<file path="src/rtl/fifo_pkg.sv">
// Shared types and default constants for the parametrised synchronous FIFO.
// The read mode is an enum so instances name the mode instead of using a bare bit.
package fifo_pkg;

  typedef enum logic {
    FIFO_STD  = 1'b0,
    FIFO_FWFT = 1'b1
  } fifo_mode_e;

  localparam int unsigned DEF_DATA_WIDTH = 8;
  localparam int unsigned DEF_DEPTH      = 16;
  localparam int unsigned DEF_AF_THRESH  = 14;
  localparam int unsigned DEF_AE_THRESH  = 2;
  localparam fifo_mode_e  DEF_MODE       = FIFO_STD;

  function automatic bit is_pow2(input int unsigned v);
    return (v >= 2) && ((v & (v - 1)) == 0);
  endfunction

endpackage

</file>
<file path="src/rtl/fifo_ram.sv">
// Storage array for the FIFO: one synchronous write port, one asynchronous read port.
// Contents are deliberately not reset.
module fifo_ram #(
  parameter int unsigned DATA_WIDTH = 8,
  parameter int unsigned DEPTH      = 16,
  localparam int unsigned ADDR_W    = $clog2(DEPTH)
) (
  input  logic                  clk_i,
  input  logic                  we_i,
  input  logic [ADDR_W-1:0]     waddr_i,
  input  logic [DATA_WIDTH-1:0] wdata_i,
  input  logic [ADDR_W-1:0]     raddr_i,
  output logic [DATA_WIDTH-1:0] rdata_o
);

  logic [DATA_WIDTH-1:0] mem_q [DEPTH];

  always_ff @(posedge clk_i) begin
    if (we_i) begin
      mem_q[waddr_i] <= wdata_i;
    end
  end

  assign rdata_o = mem_q[raddr_i];

endmodule

</file>
<file path="src/rtl/fifo_sync_param.sv">
// Parametrised single-clock FIFO with thresholds, fill count, sticky error flags,
// synchronous flush and selectable standard / first-word-fall-through read mode.
module fifo_sync_param
  import fifo_pkg::*;
#(
  parameter int unsigned DATA_WIDTH = DEF_DATA_WIDTH,
  parameter int unsigned DEPTH      = DEF_DEPTH,
  parameter int unsigned AF_THRESH  = DEF_AF_THRESH,
  parameter int unsigned AE_THRESH  = DEF_AE_THRESH,
  parameter fifo_mode_e  FWFT       = DEF_MODE,
  localparam int unsigned ADDR_W    = $clog2(DEPTH),
  localparam int unsigned CNT_W     = ADDR_W + 1
) (
  input  logic                  clk,
  input  logic                  rst,
  input  logic                  clr,
  input  logic                  wr_en,
  input  logic [DATA_WIDTH-1:0] wr_data,
  output logic                  full,
  output logic                  almost_full,
  input  logic                  rd_en,
  output logic [DATA_WIDTH-1:0] rd_data,
  output logic                  empty,
  output logic                  almost_empty,
  output logic [CNT_W-1:0]      count,
  output logic                  overflow,
  output logic                  underflow
);

  if (!is_pow2(DEPTH)) begin : g_bad_depth
    $error("fifo_sync_param: DEPTH must be a power of two and >= 2");
  end
  if ((AF_THRESH < 1) || (AF_THRESH > DEPTH)) begin : g_bad_af
    $error("fifo_sync_param: AF_THRESH must lie in 1..DEPTH");
  end
  if (AE_THRESH >= DEPTH) begin : g_bad_ae
    $error("fifo_sync_param: AE_THRESH must lie in 0..DEPTH-1");
  end

  logic [ADDR_W-1:0]     wr_ptr_q, wr_ptr_d;
  logic [ADDR_W-1:0]     rd_ptr_q, rd_ptr_d;
  logic [CNT_W-1:0]      count_q, count_d;
  logic                  overflow_q, overflow_d;
  logic                  underflow_q, underflow_d;
  logic                  wr_acc, rd_acc;
  logic [DATA_WIDTH-1:0] ram_rdata;

  // Handshake: wr_en/rd_en are requests sampled on the rising edge. A write is taken
  // iff wr_en && !full, a read iff rd_en && !empty, judged on the registered count;
  // a rejected request is dropped (never retried) and raises its sticky error flag.
  // A clr cycle takes nothing and flags nothing.
  assign wr_acc = wr_en && !full  && !clr;
  assign rd_acc = rd_en && !empty && !clr;

  always_comb begin
    wr_ptr_d    = wr_ptr_q;
    rd_ptr_d    = rd_ptr_q;
    count_d     = count_q;
    overflow_d  = overflow_q;
    underflow_d = underflow_q;
    if (clr) begin
      wr_ptr_d    = '0;
      rd_ptr_d    = '0;
      count_d     = '0;
      overflow_d  = 1'b0;
      underflow_d = 1'b0;
    end else begin
      if (wr_acc) begin
        wr_ptr_d = wr_ptr_q + ADDR_W'(1);
      end
      if (rd_acc) begin
        rd_ptr_d = rd_ptr_q + ADDR_W'(1);
      end
      case ({wr_acc, rd_acc})
        2'b10:   count_d = count_q + CNT_W'(1);
        2'b01:   count_d = count_q - CNT_W'(1);
        default: count_d = count_q;
      endcase
      if (wr_en && full) begin
        overflow_d = 1'b1;
      end
      if (rd_en && empty) begin
        underflow_d = 1'b1;
      end
    end
  end

  always_ff @(posedge clk) begin
    if (rst) begin
      wr_ptr_q    <= '0;
      rd_ptr_q    <= '0;
      count_q     <= '0;
      overflow_q  <= 1'b0;
      underflow_q <= 1'b0;
    end else begin
      wr_ptr_q    <= wr_ptr_d;
      rd_ptr_q    <= rd_ptr_d;
      count_q     <= count_d;
      overflow_q  <= overflow_d;
      underflow_q <= underflow_d;
    end
  end

  fifo_ram #(
    .DATA_WIDTH (DATA_WIDTH),
    .DEPTH      (DEPTH)
  ) u_ram (
    .clk_i   (clk),
    .we_i    (wr_acc),
    .waddr_i (wr_ptr_q),
    .wdata_i (wr_data),
    .raddr_i (rd_ptr_q),
    .rdata_o (ram_rdata)
  );

  // FWFT exposes the head directly; standard mode captures it on each accepted read.
  if (FWFT == FIFO_FWFT) begin : g_fwft
    assign rd_data = ram_rdata;
  end else begin : g_std
    logic [DATA_WIDTH-1:0] rd_data_q;

    always_ff @(posedge clk) begin
      if (rst) begin
        rd_data_q <= '0;
      end else if (rd_acc) begin
        rd_data_q <= ram_rdata;
      end
    end

    assign rd_data = rd_data_q;
  end

  assign count        = count_q;
  assign empty        = (count_q == '0);
  assign full         = (count_q == CNT_W'(DEPTH));
  assign almost_full  = (count_q >= CNT_W'(AF_THRESH));
  assign almost_empty = (count_q <= CNT_W'(AE_THRESH));
  assign overflow     = overflow_q;
  assign underflow    = underflow_q;

endmodule

</file>
<file path="config.mk">
export PLATFORM = sky130hd
export DESIGN_NAME = fifo_sync_param
export DESIGN_NICKNAME = d
export VERILOG_FILES = /design/src/rtl/fifo_pkg.sv /design/src/rtl/fifo_ram.sv /design/src/rtl/fifo_sync_param.sv
export SDC_FILE = /design/constraint.sdc
export NUM_CORES = 1
export LEC_CHECK = 0
export CAP_MARGIN = 20
export CORE_MARGIN = 2
export CORE_UTILIZATION = 48
export DETAILED_ROUTE_END_ITERATION = 8
export PLACE_DENSITY_LB_ADDON = 0.12
export SETUP_SLACK_MARGIN = 0.1
export SLEW_MARGIN = 20
export SYNTH_ARGS = -nofsm -noshare
export SYNTH_HDL_FRONTEND = slang
export SYNTH_HIERARCHICAL = 1
export SYNTH_SLANG_ARGS = --single-unit
</file>
<file path="constraint.sdc">
create_clock -name clk -period 4.85 [get_ports clk]
set_clock_uncertainty 0.1 [all_clocks]
set_input_delay 1.455 -clock clk [delete_from_list [all_inputs] [get_ports clk]]
set_output_delay 1.455 -clock clk [all_outputs]
set_load 0.03 [all_outputs]
</file>
Word level (Yosys, flattened, before mapping) --
Memory sizes are Yosys's and may differ from the RTL's. A register that Yosys moved wholly into a read port is not among the register bits. Cells that the tools add are included.
Storage, ports and cells: register bits after elaboration 15, memories 1, input bits 13, output and inout port bits 19, logic and storage cells 30, memory bits (writable) 128
Memory list:
- u_ram.mem_q | depth 16, bits a word 8, read ports 1, clocked after memory_dff 1, write ports 1, line fifo_ram.sv:16 | logic [DATA_WIDTH-1:0] mem_q [DEPTH];
Operators by class: multiplexer cells 3, eq/ne operators 3, reductions and logical operators 12, $add $sub $neg 4, $lt $le $gt $ge 2
Operator list (count):
- $pmux W5 S2 | 1
- $add A4 B1 Y4 const B | 2
- $logic_and A1 B1 Y1 | 6
- $add A5 B1 Y5 const B | 1
- $eq A5 B5 Y1 const B | 1
- $ge A5 B4 Y1 const B | 1
- $le A5 B2 Y1 const B | 1
- $logic_not A5 Y1 | 1
- $sub A5 B1 Y5 const B | 1
- $logic_not A1 Y1 | 3
- $eq A2 B1 Y1 const B | 1
- $eq A2 B2 Y1 const B | 1
- $mux W1 | 2
- $reduce_bool A2 Y1 | 1
- $reduce_or A2 Y1 | 1

Logic depth before layout (Yosys ltp) --
Gate-level depths: netlist of the first run.
depth in word-level cells 6, gate-level depth with buffers 11, mapped depth without buffers 9

Modules after synthesis --
The synthesis of the first run kept the hierarchy.
Modules (own cells, without submodules):
- fifo_ram | times used 1, cells each 221, area an instance 4987.3 µm²
- fifo_sync_param | times used 1, cells each 116, area an instance 1077.3 µm²

Least setup slack after synthesis of the first run --
OpenSTA, ideal clock, no wires.
path type register to output, start reg count_q[1] (netlist: count[1]), end out almost_empty, arrival time 2.094 ns, setup slack 1.201 ns, stages on the path, launching flop included 2, path through dfxtp_1 a2111oi_0
Between the ends: word-level cells in the longest chain between the ends 1
Ends and longest elaborated chain:
- start: declaration | line fifo_sync_param.sv:42 | logic [CNT_W-1:0] count_q, count_d;
- start signal: assignment | line fifo_sync_param.sv:98 | count_q <= count_d;
- $le A5 B2 Y1 | line fifo_sync_param.sv:137 | assign almost_empty = (count_q <= CNT_W'(AE_THRESH));
- end: declaration | line fifo_sync_param.sv:24 | output logic almost_empty,
Every way passes these cells.

Final worst setup path of the first run --
start reg count_q[0] (netlist: count[0]), end out empty
Between the ends: word-level cells in the longest chain between the ends 1
Ends and longest elaborated chain:
- $logic_not A5 Y1 | line fifo_sync_param.sv:134 | assign empty = (count_q == '0);
- end: declaration | line fifo_sync_param.sv:23 | output logic empty,
Every way passes these cells.

==> metrics.txt, run 1 <==
residual DRC count 0; Clock Tree Root clkbuf_16; largest family of logic cells by synthesized area multiplexers; Die Ht about 120 um; FP Rows 41; Worst EP arrival 2.40 ns; GPL Wtd Cong just under 0.8; number of global-route vias before repair between 3000 and 4000; number of hold violations in the final report 0; CTS tree built; buffers plus inverters on the worst setup path 1; Cell Area, Synth 6060 um^2; via/cell ratio 5.55; Final Non-Filler Cells 565; startpoint type of the worst setup path register; Final ANT Viol Nets 0; share of the yosys chip area belonging to registers 0.710; layout net count 400; max incr delay on CP 0.72 ns; busiest grt layer met2; worst setup path category register to primary output; worst-margin pin slew 0.871 ns; leak pwr 2.46 nW; CTS Buf Count 17; CP Data Required Time about 3.3 ns; initial DRC count around 220; Synth Area in XOR/XNOR 0.00867; CTS sink count 151; setup TNS 0 ns; worst min path class register to register; WL/cell 20.7 um; Final min period 3.95 ns; max frequency 253 MHz; Yosys cell types 40; post-CTS setup buffers 0; total track usage 0.187; share of layout cells above drive strength 1 0.160; Power per Cell Area 418 nW/um^2; largest net degree at the start of global routing 21; Initial Util 0.487; Post-Synth Simple-Gate Area 0.0590; clock slew at reported path FFs 0.06 ns; crit path capture type primary output; met3 Use GR 0.0451; met2 Use GR 0.293; Crit-path slowest cell or4_1; port bufs 31; final wirelength 11700 um; Ports 32; worst rel slew slack 0.419; crit path max fanout 8; Post-Synth Adder-Cell Area 0.0157; met1 usage 0.253; mux share of post-synthesis cell area 0.144; DP Area 6540 um^2; critical path's top delay family simple AND/OR/NAND/NOR gates; CTS max path bufs 2; final period utilization 0.814; initial antenna violation count 0; # Max-Cap Violations 0; yosys warns 6; syn nets ~360; Post-Syn Instances around 340; CORE AREA 12500 um^2; CP cell instances or4_1 > nor2_1 > clkdlybuf4s50_1; diode count 0; clk_lat worst skew 0.42 ns; total placed cells including tap cells 533; die area roughly 14000 um^2; Pre-antenna DRT Iters 6; RSZ-0062 raised after global routing false; Overflow after GRT 0; via count approximately 3100; status finished clean; post_cts resized 0; Final Max Slew Viols 0; Final setup viols 0; global-route wire length before repair 17500 um; cts hold-fix bufs 0; Compound-Gate Fraction of Synth Area 0.0417; dpl hpwl 7550 um; Final Instance Area 7230 um^2; #FFs+latches synth between 150 and 200; CTS H-Tree Depth 4; Area Growth Syn to Fin 19.3%; peak supply drop approximately 240 uV; syn_area_per_cell roughly 18 um^2; width of the die around 120 um
[cell usage after synthesis]
library cell / instances / share of area
a21o_1: 1 / 0.0012
buf_6: 4 / 0.0074
mux4_2: 18 / 0.067
nand2_1: 16 / 0.0099
and2b_1: 1 / 0.0012
o31ai_1: 1 / 0.0012
mux4_1: 14 / 0.061
o21ai_1: 1 / 0.00082
nor2b_1: 1 / 0.0010
ha_1: 6 / 0.012
inv_1: 4 / 0.0025
buf_2: 4 / 0.0033
edfxtp_1: 128 / 0.63
clkbuf_1: 3 / 0.0019
clkdlybuf4s25_2: 3 / 0.0050
and2_1: 1 / 0.0010
nand3_1: 7 / 0.0058
or4_1: 4 / 0.0050
buf_4: 1 / 0.0012
nand3b_1: 2 / 0.0025
nor2_1: 35 / 0.022
a211oi_1: 1 / 0.0012
o21ai_2: 1 / 0.0014
o211ai_1: 5 / 0.0062
nor3_1: 4 / 0.0033
mux2i_1: 10 / 0.017
dfxtp_1: 23 / 0.076
o21a_1: 1 / 0.0012
a21oi_1: 6 / 0.0050
o211ai_2: 1 / 0.0021
or3b_2: 1 / 0.0014
fa_1: 1 / 0.0033
a2111oi_0: 1 / 0.0014
nand2b_1: 2 / 0.0021
nand4b_1: 1 / 0.0014
and4b_1: 1 / 0.0017
a22oi_1: 16 / 0.020
xor2_1: 4 / 0.0058
xnor2_1: 2 / 0.0029
or2_2: 1 / 0.0010
[per-stage QoR]
step                power [mW]   util  setup WS, ns  hold slack (ns)
detailed placement        1.52  0.524         0.857            0.368
CTS                       3.06  0.580         0.874            0.381
floorplan                 1.48      -          1.20            0.381
global route              3.11  0.580         0.787            0.407
global placement          1.52  0.524         0.934            0.349
finish                    3.03  0.580         0.900            0.371
[final timing paths]
| kind | startpoint | slack, ns | cells past startpoint | to |
|---|---|---|---|---|
| hold / removal | overflow | 0.37 | 2 | overflow |
| setup / recovery | count[0] | 0.90 | 3 | empty |
| setup reg to reg | count[0] | 1.57 | 9 | count[4] |
| hold reg to reg | overflow | 0.37 | 2 | overflow |
[placed cells by master (no fill, tap or decap), types with 6 or more instances in the layout]
master,n
a21oi_1,6
a22oi_1,16
buf_4,8
bufinv_16,7
clkbuf_16,17
clkdlybuf4s50_1,31
dfxtp_1,22
edfxtp_1,128
ha_1,6
mux2i_1,10
mux4_1,14
mux4_2,18
nand2_1,16
nand3_1,7
nor2_1,35
[worst min-delay path, stage by stage (launching register included)]
cell     delay [ns]
dfxtp_1        0.32
a21oi_1        0.04
nor2_1         0.07
[report_power, final]
group / switching (mW) / leakage, nW / internal [mW]
combinational: 0.0484 / 0.780 / 0.0295
sequential: 0.00525 / 1.34 / 1.41
clock: 0.510 / 0.338 / 1.02
[flip-flops by register name (all words and copies together), names as in the netlist]
| signal | count |
|---|---|
| overflow | 1 |
| rd_data | 8 |
| u_ram/mem_q | 128 |
| count | 5 |
| rd_ptr_q | 4 |
| wr_ptr_q | 4 |
| underflow | 1 |
[logic make-up (layout without fill, tap and decap cells)]
kind of cell / after synthesis / count (layout)
DFF: 151 / 151
and+or+nand+nor: 77 / 77
muxes: 42 / 42
AOI/OAI and AO/OA: 35 / 35
buffers and inverters: 19 / 75
adders and majority gates: 7 / 7
xor gates and xnor gates: 6 / 6
[layout make-up]
| type | count | area, um^2 |
|---|---|---|
| flip-flops and latches | 151 | 4310 |
| clock buffers | 17 | 425 |
| repair buffers | 39 | 370 |
| fillers | 950 | 5230 |
| multi-input cells | 167 | 1630 |
| clock inverters | 15 | 272 |
| inverters | 4 | 15.0 |
| well taps | 172 | 215 |
[routing by layer]
| metal | wire [um] | vias to the layer above |
|---|---|---|
| met5 | 0 | - |
| met1 | 5330 | 1610 |
| met3 | 491 | 15 |
| li1 | - | 1445 |
| met2 | 5670 | 66 |
| met4 | 183 | 0 |
(Power assumes the default switching activity.)
==> run 2, diff against run 1 <==
==> constraint.sdc (replaced) <==
create_clock -name clk -period 3.3 [get_ports clk]
set_clock_uncertainty 0.1 [all_clocks]
set_input_delay 0.99 -clock clk [delete_from_list [all_inputs] [get_ports clk]]
set_output_delay 0.99 -clock clk [all_outputs]
set_load 0.03 [all_outputs]
==> run 2 against run 1 <==
Non-clock buffer count increased by 15; final area decreased by 0.31%; sequential power increased by 47%; combinational power increased by 48%; core utilization decreased by 0.18 points; global-route usage increased by 0.66 points; die area unchanged; register-to-register slack got worse by 1.1 ns; critical endpoint unchanged; clock power increased by 16%; hold slack got worse by 0.0062 ns; critical path depth unchanged; cell count increased by 2.7%.
==> metrics.txt, run 2 (same netlist as run 1, synthesis figures left out) <==
r2r worst-path depth 9 (unchanged); port bufs 31 (unchanged); Power per Cell Area 552 nW/um^2 (+32%); initial DRC count 259 (+19%); Ports 32 (unchanged); Largest register FFs 128 (unchanged); share of layout cells above drive strength 1 0.189 (+0.0284); residual DRC count 0 (unchanged); worst min path class register to register; number of hold violations in the final report 0 (unchanged); clk_lat worst skew 0.42 ns (about the same); max frequency 321 MHz; via/cell ratio 5.58 (+0.46%); layout net count 415 (+3.8%); max incr delay on CP 0.67 ns (-0.05 ns); width of the die 116 um (unchanged); FP Rows 41 (unchanged); most common cell after layout, fill and taps aside edfxtp_1; final wirelength 12000 um (+2.6%); worst-margin pin slew 0.690 ns (-0.181 ns); number of global-route vias before repair 3177 (+5.5%); # Max-Cap Violations 0 (unchanged); Die Ht 116 um (unchanged); Top reg by flops u_ram/mem_q; CORE AREA 12500 um^2 (unchanged); Initial Util 0.487 (unchanged); Final setup viols 0 (unchanged); Hold Crit Depth 2 (unchanged); fillers 963 (+1.4%); Power Internal 3.16 mW (+28%); met3 Use GR 0.0420 (-0.00311); Area Growth Syn to Fin 18.9%; final period utilization 0.945; Seq pwr share 0.524 (+0.055); most frequent cells in the layout edfxtp_1 (128), nor2_1 (35), clkdlybuf4s50_1 (29), dfxtp_1 (22), buf_4 (22); Worst R2R Start count[0]; crit path max fanout 6 (-2); Worst EP arrival 2.03 ns (-0.37 ns); Final min period 3.12 ns; post-CTS setup buffers 0 (unchanged); Sw Ratio 0.207 (+0.0203); CTS max path bufs 2 (unchanged); busiest grt layer met2; cts hold-fix bufs 0 (unchanged); worst setup path category register to primary output; Switch Pwr 0.823 mW (+46%); initial antenna violation count 0 (unchanged); combinational share of power 0.029 (+0.003); CTS Buf Count 17 (unchanged); worst rel slew slack 0.539 (+0.121); Final ANT Viol Nets 0 (unchanged); met1 usage 0.275 (+0.0215); startpoint type of the worst setup path register; via count 3234 (+3.1%); die area 13600 um^2 (unchanged); CTS H-Tree Depth 4 (unchanged); met2 Use GR 0.296 (+0.00233); dpl hpwl 7640 um (+1.2%); Clk network pwr share 0.447 (-0.058); peak supply drop 370 uV (+57%); setup TNS 0 ns (unchanged); WL/cell 20.7 um (about the same); total track usage 0.193 (+0.00661); global-route wire length before repair 18300 um (+4.4%); CP cell instances or4_1 > nor2_1 > clkdlybuf4s15_1; diode count 0 (unchanged); RSZ-0062 raised after global routing false; CP Data Required Time 2.21 ns (-1.08 ns); GPL Wtd Cong 0.751 (-4.1%); DP Area 6660 um^2 (+1.9%); Final Max Slew Viols 0 (unchanged); Clock Tree Root clkbuf_16; HP Start overflow; largest net degree at the start of global routing 25 (+19%); crit path capture type primary output; CTS sink count 151 (unchanged); Crit-path slowest cell or4_1; Hold EP overflow; Reg2Reg Setup Slack 0.44 ns (-1.13 ns); clock slew at reported path FFs 0.06 ns (about the same); RR Endpoint count[4]; status finished clean; CTS tree built; Final Instance Area 7210 um^2 (-0.31%); Overflow after GRT 0 (unchanged); Pre-antenna DRT Iters 4 (-2); post_cts resized 2 (+2); leak pwr 2.46 nW (+0.10%)
==> run 2: worst max-delay path, delay by kind of cell, from the launching register on <==
kind / cells / cell delay (ns)
and+or+nand+nor: 2 / 0.85
buffers and inverters: 1 / 0.38
DFF: 1 / 0.38
==> run 2: through the flow <==
step / setup slack, ns / cells / utilization / power (mW) / hold slack [ns]
2_1_floorplan: 0.116 / 337 / - / 2.18 / 0.381
3_5_place_dp: 0.0609 / 548 / 0.534 / 2.24 / 0.361
5_1_grt: 0.118 / 580 / 0.579 / 4.11 / 0.405
6_report: 0.183 / 580 / 0.579 / 3.98 / 0.365
4_1_cts: 0.139 / 580 / 0.579 / 4.02 / 0.375
3_3_place_gp: 0.118 / 548 / 0.534 / 2.24 / 0.347
==> run 2: layout make-up <==
class	count	area (um^2)	area share
Clock buffer	17	425	0.0590
Clock inverter	15	129	0.0179
Inverter	4	15.0	0.00208
Multi-Input combinational cell	167	1630	0.226
Sequential cell	151	4310	0.597
Tap cell	172	215	0.0298
Timing Repair Buffer	54	490	0.0680
==> run 2: worst max path at each step <==
stage | startpoint | end | slack (ns) | cells after the start
2_1_floorplan | count[1] | almost_empty | 0.12 | 1
3_3_place_gp | wr_en | count[4] | 0.12 | 9
3_5_place_dp | wr_en | count[4] | 0.06 | 9
4_1_cts | count[0] | full | 0.14 | 3
5_1_grt | count[0] | empty | 0.12 | 3
6_report | count[0] | empty | 0.18 | 3
==> run 2: per-layer routing <==
| metal | up-vias | routed length (um) |
|---|---|---|
| met1 | 1695 | 5640 |
| met4 | 0 | 206 |
| li1 | 1472 | - |
| met5 | - | 0 |
| met2 | 51 | 5770 |
| met3 | 16 | 367 |
==> run 2: power groups by stage <==
stage                     combinational (mW)  clock (mW)  sequential [mW]
after floorplan                       0.0503           0             2.13
after global placement                 0.115           0             2.13
after detailed placement               0.116           0             2.13
after CTS                              0.116        1.82             2.09
after global routing                   0.126        1.90             2.09
final                                  0.115        1.78             2.09
==> variant, RTL diff (flow settings as in run 1) <==
Change the package constant `DEF_DEPTH` from 16 to 32.
--- a/src/rtl/fifo_pkg.sv
+++ b/src/rtl/fifo_pkg.sv
@@ -8,7 +8,7 @@
   } fifo_mode_e;
 
   localparam int unsigned DEF_DATA_WIDTH = 8;
-  localparam int unsigned DEF_DEPTH      = 16;
+  localparam int unsigned DEF_DEPTH      = 32;
   localparam int unsigned DEF_AF_THRESH  = 14;
   localparam int unsigned DEF_AE_THRESH  = 2;
   localparam fifo_mode_e  DEF_MODE       = FIFO_STD;
Interface: changed (resized count); port bits go from 32 to 33. The function was not compared with the original's and may differ.
==> variant against run 1 <==
Setup slack got worse by 0.41 ns; via count up 78%; first-iteration DRC count up 90%; worst hold slack gained 0.0052 ns; highest routed layer unchanged; final area grew 79%; routed wire length rose by 100%; clock power is 29% higher; sequential cell count rose by 131; synthesized cell count is 66% higher; power rose by 57%; synthesized area up 86%.
==> variant: results (changes against run 1) <==
* Sw Share at 0.195 (was 0.186)
* GRT Total Usage at 0.200 (was 0.187)
* Worst-Skew Late Latency at 0.53 ns (was 0.42 ns)
* Clock share of power at 0.415 (was 0.505)
* Crit Path Max Fanout at 7 (was 8)
* First-pass GRT wire length at 35900 microns (was 17500 microns)
* Status: completed (unchanged)
* DR vias/cell at 5.76 (was 5.55)
* H-tree depth at 1 (was 4)
* Reg with most FFs: u_ram/mem_q (unchanged)
* VDD IR max at 0.210 mV (was 0.236 mV)
* Max reg flops at 256 (was 128)
* Root Driver: clkbuf_16 (unchanged)
* Synth cell count leaders: edfxtp_1 (256), mux4_2 (80), nor2_1 (57) (was edfxtp_1 (128), nor2_1 (35), dfxtp_1 (23))
* Pin count of the biggest net entering global routing at 37 (was 21)
* Post-Syn Nets at 579 (was 357)
* WP data arrival at 2.81 ns (was 2.40 ns)
* Maximum clock path buffer count at 3 (was 2)
* TritonCTS buffer count at 29 (was 17)
* Cell count after synthesis at 558 (was 337)
* CTS resizes at 0 (unchanged)
* EDFF count, synth at 256 (was 128)
* Dpl cell area at 12100 sq um (was 6540 sq um)
* Least-Margin Pin Slew at 0.875 ns (was 0.871 ns)
* Iteration-0 DRC Markers at 412 (was 217)
* Yosys cell types at 46 (was 40)
* Vias in the first global route at 5673 (was 3010)
* Leak Pwr at 0.00407 uW (was 0.00246 uW)
* Placed Cells at 916 (was 533)
* Seq/Total Area, Yosys at 0.729 (was 0.710)
* Vias at 5574 (was 3136)
* DRT Pass-1 Iters at 5 (was 6)
* Gpl congestion at 0.793 (was 0.783)
* Fin nets at 649 (was 400)
* DP Wirelength at 14900 microns (was 7550 microns)
* Synth top area cells: edfxtp_1 (68%), mux4_2 (16%), dfxtp_1 (4.6%), nor2_1 (1.9%), mux2i_1 (0.98%) (was edfxtp_1 (63%), dfxtp_1 (7.6%), mux4_2 (6.7%), mux4_1 (6.1%), nor2_1 (2.2%))
* IO buf count at 32 (was 31)
* Layout cells sized above 1 at 0.261 (was 0.160)
* Detailed Route WL at 23600 microns (was 11700 microns)
-- variant: cells by family after synthesis --
logic type,synth area share
and+or+nand+nor,0.0414
buffers and inverters,0.0155
AOI/OAI and AO/OA,0.0233
DFF,0.729
muxes,0.178
adders and majority gates,0.00956
xor gates and xnor gates,0.00311
-- variant: cell type report --
cell class	count	area, sq um
well taps	319	399
fillers	1808	10300
flip-flops and latches	282	8210
repair buffers	66	578
multi-input cells	242	2870
clock buffers	42	795
clock inverters	9	47.5
inverters	7	26.3
-- variant: power by group through the flow --
stage	registers, uW	clock network (uW)	logic (uW)
final	2660	1970	119
after floorplan	2710	0	51.9
after global placement	2710	0	119
after detailed placement	2710	0	121
after CTS	2660	2020	121
after global routing	2660	2120	131
-- variant: final timing paths --
check,from,endpoint,slack (ns),depth (start not counted)
worst max-delay path,count[0],full,0.49,3
worst min-delay path,underflow,underflow,0.38,2
worst max register to register,count[0],count[4],1.11,9
worst min register to register,underflow,underflow,0.38,2
-- variant: stage by stage --
stage	hold slack, ns	setup WS, ns
6_report	0.376	0.490
3_3_place_gp	0.356	0.705
3_5_place_dp	0.365	0.626
4_1_cts	0.381	0.486
5_1_grt	0.414	0.330
2_1_floorplan	0.351	1.35
-- variant: routing by layer --
layer  GRT usage  part of all wire  vias to the layer above
li1            -                 -                     2424
met1       0.297              0.44                     2919
met2       0.315              0.47                      187
met3      0.0278             0.061                       44
met4      0.0541             0.026                        0
met5           0                 0                        -
-- variant: critical path: stages, from the launching register on --
cell             delay [ns]
dfxtp_1                0.39
or4_1                  0.75
nor3_1                 0.38
clkdlybuf4s50_1        0.75
